## src/rtl/pc_sequencer_pkg.sv

```systemverilog
// pc_sequencer_pkg: next-PC operation encodings shared by the decoder and the fetch sequencer
package pc_sequencer_pkg;
    localparam logic [2:0] PC_INC    = 3'b000;
    localparam logic [2:0] PC_BRANCH = 3'b001;
    localparam logic [2:0] PC_JUMP   = 3'b010;
    localparam logic [2:0] PC_CALL   = 3'b011;
    localparam logic [2:0] PC_RET    = 3'b100;
endpackage

```

## src/rtl/pc_sequencer_return_stack.sv

```systemverilog
// return_stack: register-array LIFO of return addresses; pushes when full and pops when empty are dropped
module return_stack #(
    parameter int WIDTH = 16,
    parameter int DEPTH = 8
) (
    input  logic                       clk,
    input  logic                       rst,
    input  logic                       push,
    input  logic                       pop,
    input  logic [WIDTH-1:0]           push_data,
    output logic [WIDTH-1:0]           top_data,
    output logic [$clog2(DEPTH):0]     depth,
    output logic                       empty,
    output logic                       full
);
    localparam int PW = $clog2(DEPTH);
    logic [WIDTH-1:0] mem [DEPTH];
    logic [PW:0]      cnt;
    logic [PW-1:0]    top_idx;
    logic             do_push, do_pop;
    assign empty    = cnt == '0;
    assign full     = cnt == (PW+1)'(DEPTH);
    assign do_push  = push && !full;
    assign do_pop   = pop && !empty;
    // the low pointer bits wrap to DEPTH-1 when the stack is full, which is exactly the top slot
    assign top_idx  = cnt[PW-1:0] - 1'b1;
    assign top_data = mem[top_idx];
    assign depth    = cnt;
    always_ff @(posedge clk or posedge rst) begin
        if (rst)
            cnt <= '0;
        else
            cnt <= do_push ? cnt + 1'b1 : do_pop ? cnt - 1'b1 : cnt;
    end
    always_ff @(posedge clk) begin
        if (do_push)
            mem[cnt[PW-1:0]] <= push_data;
    end
endmodule

```

## src/rtl/pc_sequencer.sv

```systemverilog
// pc_sequencer: fetch-stage PC register with next-PC selection and an internal return-address stack
module pc_sequencer
    import pc_sequencer_pkg::*;
#(
    parameter int                     PC_WIDTH    = 16,
    parameter int                     ADDR_WIDTH  = 10,
    parameter int                     STACK_DEPTH = 8,
    parameter logic [PC_WIDTH-1:0]    RESET_PC    = '0
) (
    input  logic                          clk,
    input  logic                          rst,
    input  logic                          stall,
    input  logic [2:0]                    pc_op,
    input  logic                          branch_taken,
    input  logic [ADDR_WIDTH-1:0]         target_addr,
    input  logic                          clear_err,
    output logic [PC_WIDTH-1:0]           pc,
    output logic [$clog2(STACK_DEPTH):0]  stack_depth,
    output logic                          stack_empty,
    output logic                          stack_full,
    output logic                          stack_overflow,
    output logic                          stack_underflow
);
    logic [PC_WIDTH-1:0] pc_inc, target, top_data, next_pc;
    logic                is_call, is_ret;
    assign pc_inc  = pc + 1'b1;
    assign target  = PC_WIDTH'(target_addr);
    assign is_call = !stall && pc_op == PC_CALL;
    assign is_ret  = !stall && pc_op == PC_RET;
    always_comb begin
        next_pc = (pc_op == PC_JUMP || pc_op == PC_CALL || (pc_op == PC_BRANCH && branch_taken)) ? target :
                  (pc_op == PC_RET && !stack_empty) ? top_data : pc_inc;
    end
    return_stack #(.WIDTH(PC_WIDTH), .DEPTH(STACK_DEPTH)) u_stack (
        .clk       (clk),
        .rst       (rst),
        .push      (is_call),
        .pop       (is_ret),
        .push_data (pc_inc),
        .top_data  (top_data),
        .depth     (stack_depth),
        .empty     (stack_empty),
        .full      (stack_full)
    );
    // a new error in the same cycle as clear_err leaves the flag set
    always_ff @(posedge clk or posedge rst) begin
        if (rst) begin
            pc              <= RESET_PC;
            stack_overflow  <= 1'b0;
            stack_underflow <= 1'b0;
        end else begin
            pc              <= stall ? pc : next_pc;
            stack_overflow  <= (is_call && stack_full) || (stack_overflow && !clear_err);
            stack_underflow <= (is_ret && stack_empty) || (stack_underflow && !clear_err);
        end
    end
endmodule
```

## config.mk

```make
export PLATFORM = sky130hd
export DESIGN_NAME = pc_sequencer
export DESIGN_NICKNAME = d
export VERILOG_FILES = /design/src/rtl/pc_sequencer_pkg.sv /design/src/rtl/pc_sequencer_return_stack.sv /design/src/rtl/pc_sequencer.sv
export SDC_FILE = /design/constraint.sdc
export NUM_CORES = 1
export LEC_CHECK = 0
export CAP_MARGIN = 40
export CORE_ASPECT_RATIO = 0.5
export CORE_MARGIN = 4
export CORE_UTILIZATION = 30
export DETAILED_ROUTE_END_ITERATION = 8
export PLACE_DENSITY = 0.48
export RECOVER_POWER = 25
export SYNTH_ARGS = -nofsm -noshare
export SYNTH_HDL_FRONTEND = slang
export SYNTH_SLANG_ARGS = --single-unit
```

## constraint.sdc

```tcl
create_clock -name clk -period 8.05 [get_ports clk]
set_clock_uncertainty 0.05 [all_clocks]
set_input_delay 1.61 -clock clk [delete_from_list [all_inputs] [get_ports clk]]
set_output_delay 1.61 -clock clk [all_outputs]
set_load 0.1 [all_outputs]
```

==> results of run 1 <==
-- synthesized netlist by cell type (2+ instances only) --
library cell / number / area, sq um
o22ai_1: 13 / 81.3
nand4_1: 3 / 18.8
nor2_1: 32 / 120
xnor2_1: 10 / 87.6
edfxtp_1: 128 / 3840
nand3_1: 14 / 70.1
o211ai_1: 4 / 30.0
ha_1: 4 / 50.1
clkbuf_1: 10 / 37.5
inv_1: 11 / 41.3
a22oi_1: 13 / 97.6
a21oi_1: 5 / 25.0
a32o_1: 5 / 50.1
buf_12: 2 / 40.0
dfrtp_1: 22 / 551
o311ai_0: 3 / 26.3
nand2_1: 27 / 101
xor2_1: 7 / 61.3
a211oi_1: 2 / 15.0
mux4_1: 15 / 394
nor4_2: 5 / 62.6
a31oi_1: 2 / 12.5
nor3_1: 9 / 45.0
mux2i_1: 30 / 300
a22o_1: 2 / 17.5
o21ai_0: 7 / 35.0
and3_1: 2 / 12.5
-- layer usage --
metal,vias to the layer above,GRT usage
li1,1818,-
met1,2026,0.217
met2,98,0.195
met3,9,0.0333
met4,0,0.0229
met5,-,0
-- critical path: cells and delay by family, from the launching register on --
kind                       cells  cell delay, ns
and+or+nand+nor                2            0.35
buffers and inverters          4            1.06
DFF                            1            0.66
adders and majority gates      1            0.35
-- sequential cells by signal, indices dropped and copies added, names as in the netlist --
name,flops
u_stack.mem,128
pc,16
u_stack.depth,4
stack_overflow,1
stack_underflow,1
-- power groups by stage --
stage	clock (mW)	sequential, mW	combinational, mW
2_1_floorplan	0	1.38	0.762
3_3_place_gp	0	1.12	1.42
3_5_place_dp	0	1.12	1.58
4_1_cts	0.865	1.11	1.59
5_1_grt	0.900	1.12	1.67
6_report	0.853	1.11	1.59
-- cell usage in the layout (no fill, tap or decap), types with 6 or more instances in the layout --
master / netlist / layout
xnor2_1: 10 / 10
dfrtp_1: 22 / 22
nor2_2: 1 / 7
nand3_1: 14 / 14
buf_4: 1 / 6
xor2_1: 7 / 7
buf_8: 0 / 26
o22ai_1: 13 / 13
clkdlybuf4s50_1: 0 / 40
nor3_1: 9 / 7
clkbuf_16: 0 / 17
nand2_1: 27 / 27
o21ai_0: 7 / 7
nor2_1: 32 / 26
a22oi_1: 13 / 13
mux4_1: 15 / 15
inv_1: 11 / 11
mux2i_1: 30 / 30
edfxtp_1: 128 / 128
-- final timing paths --
check / from / endpoint / cells past startpoint / slack, ns
setup / recovery: u_stack.depth[0] / stack_full / 7 / 3.54
hold / removal: stack_overflow / stack_overflow / 1 / 0.46
setup reg to reg: u_stack.depth[0] / pc[0] / 8 / 4.65
hold reg to reg: stack_overflow / stack_overflow / 1 / 0.46
max in group asynchronous: rst / pc[6] / 3 / 5.24
min in group asynchronous: rst / u_stack.depth[2] / 2 / 1.59
-- through the flow --
step | setup WS, ns | hold slack (ns) | total power [mW] | util
after floorplan | 3.91 | 0.584 | 2.15 | -
after global routing | 3.39 | 0.502 | 3.69 | 0.401
after global placement | 3.68 | 0.441 | 2.54 | 0.347
after detailed placement | 3.84 | 0.447 | 2.71 | 0.372
after CTS | 3.55 | 0.463 | 3.56 | 0.402
final | 3.54 | 0.460 | 3.55 | 0.401
-- final cells by class --
cell class | instances | area share
inverter | 12 | 0.00535
clock buffer | 17 | 0.0506
multi-input combinational | 239 | 0.241
clock inverter | 14 | 0.0245
tap | 292 | 0.0434
timing repair buffer | 79 | 0.113
sequential | 150 | 0.522
-- logic make-up after synthesis --
kind of cell / after synthesis / synth area share
AOI/OAI and AO/OA: 62 / 0.0687
DFF: 150 / 0.672
xor gates and xnor gates: 18 / 0.0270
buffers and inverters: 27 / 0.0224
and+or+nand+nor: 107 / 0.0882
adders and majority gates: 5 / 0.0107
muxes: 47 / 0.111
==> metrics.csv, run 1 <==
stage,metric,value,unit
timing,fin crit share,0.560,
detailed_routing,wl on met1,8570,microns
worst_setup_path,CP Capture Type,output pin,
detailed_routing,final antenna-violating net count,0,
logic_synthesis,synth unique cells,56,
logic_synthesis,"Top FF cell, synth",edfxtp_1,
logic_synthesis,Post-Syn Instances,416,
logic_synthesis,Syn. warnings,0,
detailed_routing,metal2 WL,7170,microns
floorplanning,die area,24400,sq um
clock_tree,clk buf depth,2,
layout,area of the multi-input gates,2030,sq um
grt,initial antenna violation count,1,
worst_setup_path,slowest CP cell,dfrtp_1,
timing,Worst-Margin Slew,0.967,ns
detailed_routing,max layer used,met4,
worst_hold_path,Worst Hold Class,flip-flop to flip-flop,
clock_tree,htree depth,4,
run_status,status,finished clean,
floorplanning,die width,217,microns
timing,RSZ-0062 raised after global routing,no,
run,max_cap viols,0,
grt,first-pass GRT wire length,25100,microns
placement,GP Congestion,0.785,
clock_tree,post-CTS resize count,0,
layout,Non-Filler Instances,803,
floorplanning,starting density of the core,0.312,
timing,final hold vios,0,
pwr,Gate power share,0.447,
logic_synthesis,#FFs+latches synth,150,
placement,post-detail-place hpwl,11800,microns
clock_tree,CTS tree,done,
logic_synthesis,asr flop ratio synth,0.147,
grt,total track usage,0.138,
clock_tree,setup repair bufs after CTS,0,
detailed_routing,initial DRC count,385,
grt,vias in the first global route,3866,
timing,Slew Limit Fails,0,
logic_synthesis,post-synthesis sequential area ratio,0.672,
floorplanning,Die H,112,microns
logic_synthesis,syn nets,439,
layout,# fillers,1913,
worst_setup_path,startpoint types,flip-flop,
pwr,Clk pwr share,0.240,
detailed_routing,number of remaining DRC errors,0,
worst_setup_path,arrival time at the worst endpoint,2.85,ns
floorplanning,Ports,42,
pwr,Sw Share,0.412,
detailed_routing,drt pass-1 iters,5,
logic_synthesis,synthesized area,6540,sq um
worst_setup_path,CP max FO,13,
pwr,Peak supply drop,0.176,mV
pwr,Switch Pwr,1.46,mW
layout,layout cell share with drive strength beyond 1,0.186,
placement,Post-DP Area,7800,sq um
pwr,Internal,2.09,mW
clock_tree,CTS root buf,clkbuf_16,
pwr,register share of total power,0.313,
grt,"Remaining Overflow, GRT",0,
worst_setup_path,CP cell instances,clkinv_1 -> ha_2 -> nor2b_1 -> nand2_1 -> inv_1 -> clkdlybuf4s50_1 -> buf_8,
clock_tree,"Hold-fix buffers, CTS",0,
placement,Placed Cells,771,
clock_tree,"CTS clk-pin slew, worst paths",0.07,ns
floorplanning,CORE AREA,21000,sq um
timing,f_max,222,MHz
pwr,LEAKAGE,2.97,nW
logic_synthesis,Post-synth EDFFs,128,
detailed_routing,met3 wire len,865,microns
grt,largest net degree at the start of global routing,42,
pwr,pwr/cell area,422,nW/um^2
layout,final instance area,8410,sq um
clock_tree,Clock Latency Late Sink,0.42,ns
timing,fin crit period,4.51,ns
clock_tree,total clock sinks,150,
detailed_routing,DR WL/cell,20.8,microns
layout,number of antenna diodes,0,
logic_synthesis,Mapped Avg Cell Area,15.7,sq um
timing,total negative slack,0,ns
detailed_routing,overall routed net length,16700,microns
worst_setup_path,data required time at the worst endpoint,6.39,ns
layout,Reg area,4390,sq um
worst_setup_path,Crit Path Class,flip-flop to output pin,
layout,Area Growth Syn to Fin,28.6,%
layout,fin nets,522,
floorplanning,row cnt,37,
timing,Final setup viols,0,
detailed_routing,via count,3951,
placement,I/O Buffers,41,
clock_tree,CTS buffer count,17,
worst_setup_path,Critical Path Max Stage Delay,0.66,ns
timing,relative slew slack,0.351,
detailed_routing,via/cell ratio,4.92,
(Power assumes the default switching activity.)
==> run 2, diff against run 1 <==
==> constraint.sdc (replaced) <==
create_clock -name clk -period 4.55 [get_ports clk]
set_clock_uncertainty 0.05 [all_clocks]
set_input_delay 0.91 -clock clk [delete_from_list [all_inputs] [get_ports clk]]
set_output_delay 0.91 -clock clk [all_outputs]
set_load 0.1 [all_outputs]
==> run 2 against run 1 <==
Net effect: clock power increased by 63%; sequential cell count unchanged; final area decreased by 1.3%; combinational power grew 72%; critical path depth down 1; global-route usage rose by 0.22 points; via count decreased by 1.3%; critical endpoint unchanged; largest cell class unchanged; highest routed layer unchanged.
==> metrics.csv, run 2 (synthesized netlist as in run 1, its figures left out) <==
stage,metric,value,unit
worst_hold_path,Hold Path Stages,1,
layout,Reg area,4390,sq um
worst_hold_path,hold_sp,stack_underflow,
detailed_routing,initial DRC count,242,
run,max_cap viols,0,
timing,RSZ-0062 raised after global routing,no,
floorplanning,starting density of the core,0.312,
grt,initial antenna violation count,0,
clock_tree,total clock sinks,150,
worst_setup_path,flop2flop setup slack,1.60,ns
placement,post-detail-place hpwl,11500,microns
detailed_routing,overall routed net length,16800,microns
worst_setup_path,arrival time at the worst endpoint,2.45,ns
placement,GP Congestion,0.779,
timing,Slew Limit Fails,0,
layout,# fillers,1921,
grt,first-pass GRT wire length,25400,microns
detailed_routing,wl on met1,8010,microns
clock_tree,"CTS clk-pin slew, worst paths",0.07,ns
detailed_routing,via count,3900,
layout,area of the multi-input gates,2030,sq um
clock_tree,post-CTS resize count,0,
worst_setup_path,data required time at the worst endpoint,3.59,ns
run_status,status,finished clean,
layout,layout cell share with drive strength beyond 1,0.190,
floorplanning,die width,217,microns
placement,I/O Buffers,41,
worst_setup_path,Crit Path Class,flip-flop to output pin,
grt,"Remaining Overflow, GRT",0,
detailed_routing,number of remaining DRC errors,0,
timing,relative slew slack,0.205,
worst_setup_path,worst r2r src,u_stack.depth[0],
worst_setup_path,RR Endpoint,pc[0],
timing,final hold slack,0.473,ns
grt,total track usage,0.140,
worst_setup_path,CP max FO,8,
floorplanning,Die H,112,microns
clock_tree,Clock Latency Late Sink,0.41,ns
detailed_routing,max layer used,met4,
layout,Area Growth Syn to Fin,26.9,%
worst_setup_path,worst reg2reg path depth,6,
floorplanning,Ports,42,
timing,final hold vios,0,
worst_setup_path,startpoint types,flip-flop,
detailed_routing,metal2 WL,7920,microns
clock_tree,htree depth,4,
detailed_routing,DR WL/cell,20.9,microns
timing,total negative slack,0,ns
layout,Util after Layout,0.396,
timing,Final setup viols,0,
detailed_routing,met3 wire len,756,microns
layout,"commonest cells after routing, fill and taps aside","edfxtp_1, clkdlybuf4s50_1, mux2i_1, nand2_1, nor2_1",
worst_hold_path,Worst Hold Path EP,stack_underflow,
layout,number of antenna diodes,0,
floorplanning,row cnt,37,
timing,Worst-Margin Slew,1.19,ns
pwr,pwr/cell area,733,nW/um^2
pwr,Peak supply drop,0.245,mV
timing,fin crit period,3.41,ns
clock_tree,clk buf depth,2,
floorplanning,CORE AREA,21000,sq um
detailed_routing,via/cell ratio,4.86,
detailed_routing,drt pass-1 iters,5,
timing,fin crit share,0.750,
layout,max reg flops,128,
detailed_routing,final antenna-violating net count,0,
clock_tree,"Hold-fix buffers, CTS",0,
pwr,LEAKAGE,2.93,nW
grt,largest net degree at the start of global routing,22,
clock_tree,CTS tree,done,
timing,f_max,293,MHz
floorplanning,die area,24400,sq um
clock_tree,CTS buffer count,17,
layout,"most common cell after layout, fill and taps aside",edfxtp_1,
clock_tree,CTS root buf,clkbuf_16,
layout,fin nets,521,
worst_hold_path,Worst Hold Class,flip-flop to flip-flop,
clock_tree,setup repair bufs after CTS,0,
grt,vias in the first global route,4046,
worst_setup_path,CP Capture Type,output pin,
==> run 2: changes by cell type in the layout (fill, tap and decap cells not counted), moves of 2 or more <==
| cell | change |
|---|---|
| clkinvlp_4 | +2 |
| buf_4 | +8 |
| bufinv_16 | -2 |
| inv_8 | -3 |
| inv_6 | +3 |
| buf_8 | -6 |
| clkdlybuf4s50_1 | -3 |
==> run 2: stage by stage <==
stage	setup slack (ns)	power, mW	instances	cell area [sq um]
global placement	1.22	4.48	747	7350
detailed placement	1.18	4.75	771	7740
floorplan	0.859	3.80	416	6540
global route	0.973	6.38	803	8300
CTS	1.22	6.14	803	8330
finish	1.14	6.08	803	8300
==> run 2: metal layers <==
| metal | global-route usage | up-vias |
|---|---|---|
| met4 | 0.0322 | 0 |
| met5 | 0 | - |
| met1 | 0.201 | 1993 |
| met3 | 0.0295 | 7 |
| met2 | 0.222 | 84 |
| li1 | - | 1816 |
==> run 2: worst max-delay path, stage by stage, from the launching register on <==
cell and delay, ns:
dfrtp_1 0.49, inv_1 0.16, ha_1 0.41, nor2b_1 0.36, nand2_1 0.16, inv_1 0.15, buf_4 0.31
==> run 2: final cells by class <==
class / count / area share
sequential: 150 / 0.529
multi-input combinational: 239 / 0.244
clock buffer: 17 / 0.0513
timing repair buffer: 78 / 0.107
inverter: 12 / 0.00543
clock inverter: 15 / 0.0191
tap: 292 / 0.0440
==> run 2: worst max-delay path by stage <==
stage	startpoint	to	slack, ns
finish	u_stack.depth[1]	stack_full	1.14
global route	u_stack.depth[1]	stack_full	0.97
CTS	u_stack.depth[1]	stack_full	1.22
detailed placement	stall	u_stack.mem[6][3]	1.18
global placement	stall	u_stack.mem[6][3]	1.22
floorplan	u_stack.depth[0]	u_stack.mem[0][0]	0.86
==> run 2: power by group <==
part | total [mW] | leakage (nW) | internal, mW | switching, mW
registers | 1.95 | 1.42 | 1.78 | 0.178
clock network | 1.39 | 0.283 | 0.778 | 0.614
logic | 2.74 | 1.22 | 1.03 | 1.71
total | 6.08 | 2.93 | 3.58 | 2.51
==> run 3, diff against run 2 <==
==> constraint.sdc (replaced) <==
create_clock -name clk -period 3.4 [get_ports clk]
set_clock_uncertainty 0.05 [all_clocks]
set_input_delay 0.68 -clock clk [delete_from_list [all_inputs] [get_ports clk]]
set_output_delay 0.68 -clock clk [all_outputs]
set_load 0.1 [all_outputs]
==> run 3 against run 2 <==
Net effect: critical path depth stayed put; die area stayed put; register-to-register slack worse by 0.94 ns; combinational power is 22% higher; global-route usage is 0.34 points higher; non-clock buffer count is 6 lower; highest routed layer unchanged; sequential cell count stayed put; utilization is 1.6 points lower; largest power group unchanged; sequential power is 34% higher; critical endpoint unchanged; worst setup slack worse by 0.73 ns; via count hardly changed.
==> metrics.csv, run 3 (synthesized netlist as in run 1, its figures left out) <==
stage,metric,value,unit
grt,first-pass GRT wire length,26200,microns
floorplanning,row cnt,37,
detailed_routing,number of remaining DRC errors,0,
grt,total track usage,0.144,
placement,I/O Buffers,41,
clock_tree,CTS buffer count,17,
clock_tree,clk buf depth,2,
timing,fin crit period,2.99,ns
clock_tree,post-CTS resize count,0,
layout,"commonest cells after routing, fill and taps aside","edfxtp_1, buf_4, mux2i_1, nand2_1, nor2_1",
pwr,Internal,4.52,mW
layout,layout cell share with drive strength beyond 1,0.192,
worst_setup_path,flop2flop setup slack,0.66,ns
timing,f_max,334,MHz
clock_tree,htree depth,4,
worst_setup_path,CP Capture Type,output pin,
worst_setup_path,Critical Path Max Stage Delay,0.49,ns
detailed_routing,overall routed net length,17100,microns
worst_setup_path,CP max FO,8,
clock_tree,CTS root buf,clkbuf_16,
floorplanning,Die H,112,microns
detailed_routing,initial DRC count,315,
pwr,pwr/cell area,974,nW/um^2
detailed_routing,final antenna-violating net count,0,
clock_tree,total clock sinks,150,
pwr,register share of total power,0.336,
pwr,Switch Pwr,3.24,mW
layout,fin nets,515,
timing,Slew Limit Fails,0,
clock_tree,"Hold-fix buffers, CTS",0,
grt,"Remaining Overflow, GRT",0,
detailed_routing,via/cell ratio,4.90,
worst_hold_path,Worst Hold Path EP,stack_underflow,
worst_hold_path,hold_sp,stack_underflow,
pwr,LEAKAGE,2.79,nW
clock_tree,Clock Latency Late Sink,0.41,ns
grt,vias in the first global route,4090,
worst_setup_path,data required time at the worst endpoint,2.67,ns
detailed_routing,drt pass-1 iters,4,
timing,final hold vios,0,
timing,RSZ-0062 raised after global routing,no,
floorplanning,die area,24400,sq um
floorplanning,starting density of the core,0.312,
clock_tree,"CTS clk-pin slew, worst paths",0.07,ns
layout,number of antenna diodes,0,
timing,final hold slack,0.467,ns
worst_setup_path,Crit Path Class,flip-flop to output pin,
pwr,Pwr Total,7.76,mW
timing,fin crit share,0.881,
timing,relative slew slack,0.208,
layout,"most common cell after layout, fill and taps aside",edfxtp_1,
timing,total negative slack,0,ns
worst_hold_path,Hold Path Stages,1,
placement,post-detail-place hpwl,11400,microns
grt,largest net degree at the start of global routing,25,
worst_setup_path,"most used cell, CP",inv_1,
grt,initial antenna violation count,0,
clock_tree,CTS tree,done,
clock_tree,setup repair bufs after CTS,0,
worst_hold_path,Worst Hold Class,flip-flop to flip-flop,
floorplanning,Ports,42,
detailed_routing,via count,3903,
worst_setup_path,arrival time at the worst endpoint,2.26,ns
timing,Worst-Margin Slew,1.19,ns
floorplanning,CORE AREA,21000,sq um
run,max_cap viols,0,
pwr,Gate power share,0.430,
worst_setup_path,worst r2r src,u_stack.depth[1],
layout,max reg flops,128,
detailed_routing,DR WL/cell,21.5,microns
placement,GP Congestion,0.771,
worst_setup_path,startpoint types,flip-flop,
worst_setup_path,worst reg2reg path depth,9,
pwr,Clk pwr share,0.234,
floorplanning,die width,217,microns
worst_setup_path,CP cell instances,inv_1 -> ha_2 -> nor2b_1 -> nand2_1 -> inv_1 -> buf_12,
run_status,status,finished clean,
pwr,Sw Share,0.417,
timing,Final setup viols,0,
layout,Area Growth Syn to Fin,21.7,%
worst_setup_path,slowest CP cell,dfrtp_2,
pwr,Peak supply drop,0.284,mV
worst_setup_path,RR Endpoint,u_stack.depth[3],
-- run 3: cell types whose count changed in the layout (fill, tap and decap cells not counted), sizes merged --
cell and change:
clkinv +3, clkdlybuf4s50 -21, dlygate4sd3 -1, clkbuf +18, inv -5
-- run 3: metal layers --
metal	wire length [microns]	global-route usage	share of wire	vias to the layer above
li1	-	-	-	1804
met1	8490	0.210	0.50	2007
met2	7700	0.223	0.45	81
met3	795	0.0306	0.046	11
met4	124	0.0305	0.0072	0
met5	0	0	0	-
-- run 3: power by group through the flow --
stage | Sequential (mW) | Clock [mW] | Combinational, mW
after floorplan | 3.28 | 0 | 1.81
after global placement | 2.65 | 0 | 3.43
after detailed placement | 2.65 | 0 | 3.41
after CTS | 2.61 | 1.84 | 3.42
after global routing | 2.64 | 1.94 | 3.54
final | 2.61 | 1.81 | 3.33
-- run 3: worst max-delay path: cells and delay by family, from the launching register on --
family / cells / cell delay [ns]
buffers and inverters: 3 / 0.52
DFF: 1 / 0.49
and+or+nand+nor: 2 / 0.50
adders and majority gates: 1 / 0.33
-- run 3: layout make-up --
class	count	area (sq um)
clock inverter	13	124
fill	1947	13000
sequential	150	4400
inverter	12	45.0
multi-input combinational	239	2030
clock buffer	19	433
tap	292	365
timing repair buffer	72	569
-- run 3: how the worst max path moves through the flow --
stage | start | to | slack [ns]
floorplan | u_stack.depth[1] | pc[2] | 0.20
CTS | u_stack.depth[1] | stack_full | 0.37
global route | u_stack.depth[1] | stack_full | 0.24
detailed placement | pc_op[2] | pc[3] | 0.59
global placement | pc_op[2] | pc[5] | 0.63
finish | u_stack.depth[1] | stack_full | 0.41
-- run 3: metrics by stage --
step                      worst slack (ns)  instances  utilization  area (sq um)
final                                0.405        797        0.380          7960
after global routing                 0.240        797        0.380          7960
after CTS                            0.375        797        0.383          8030
after detailed placement             0.590        765        0.356          7470
after global placement               0.626        765        0.356          7470
after floorplan                      0.200        416            -          6550
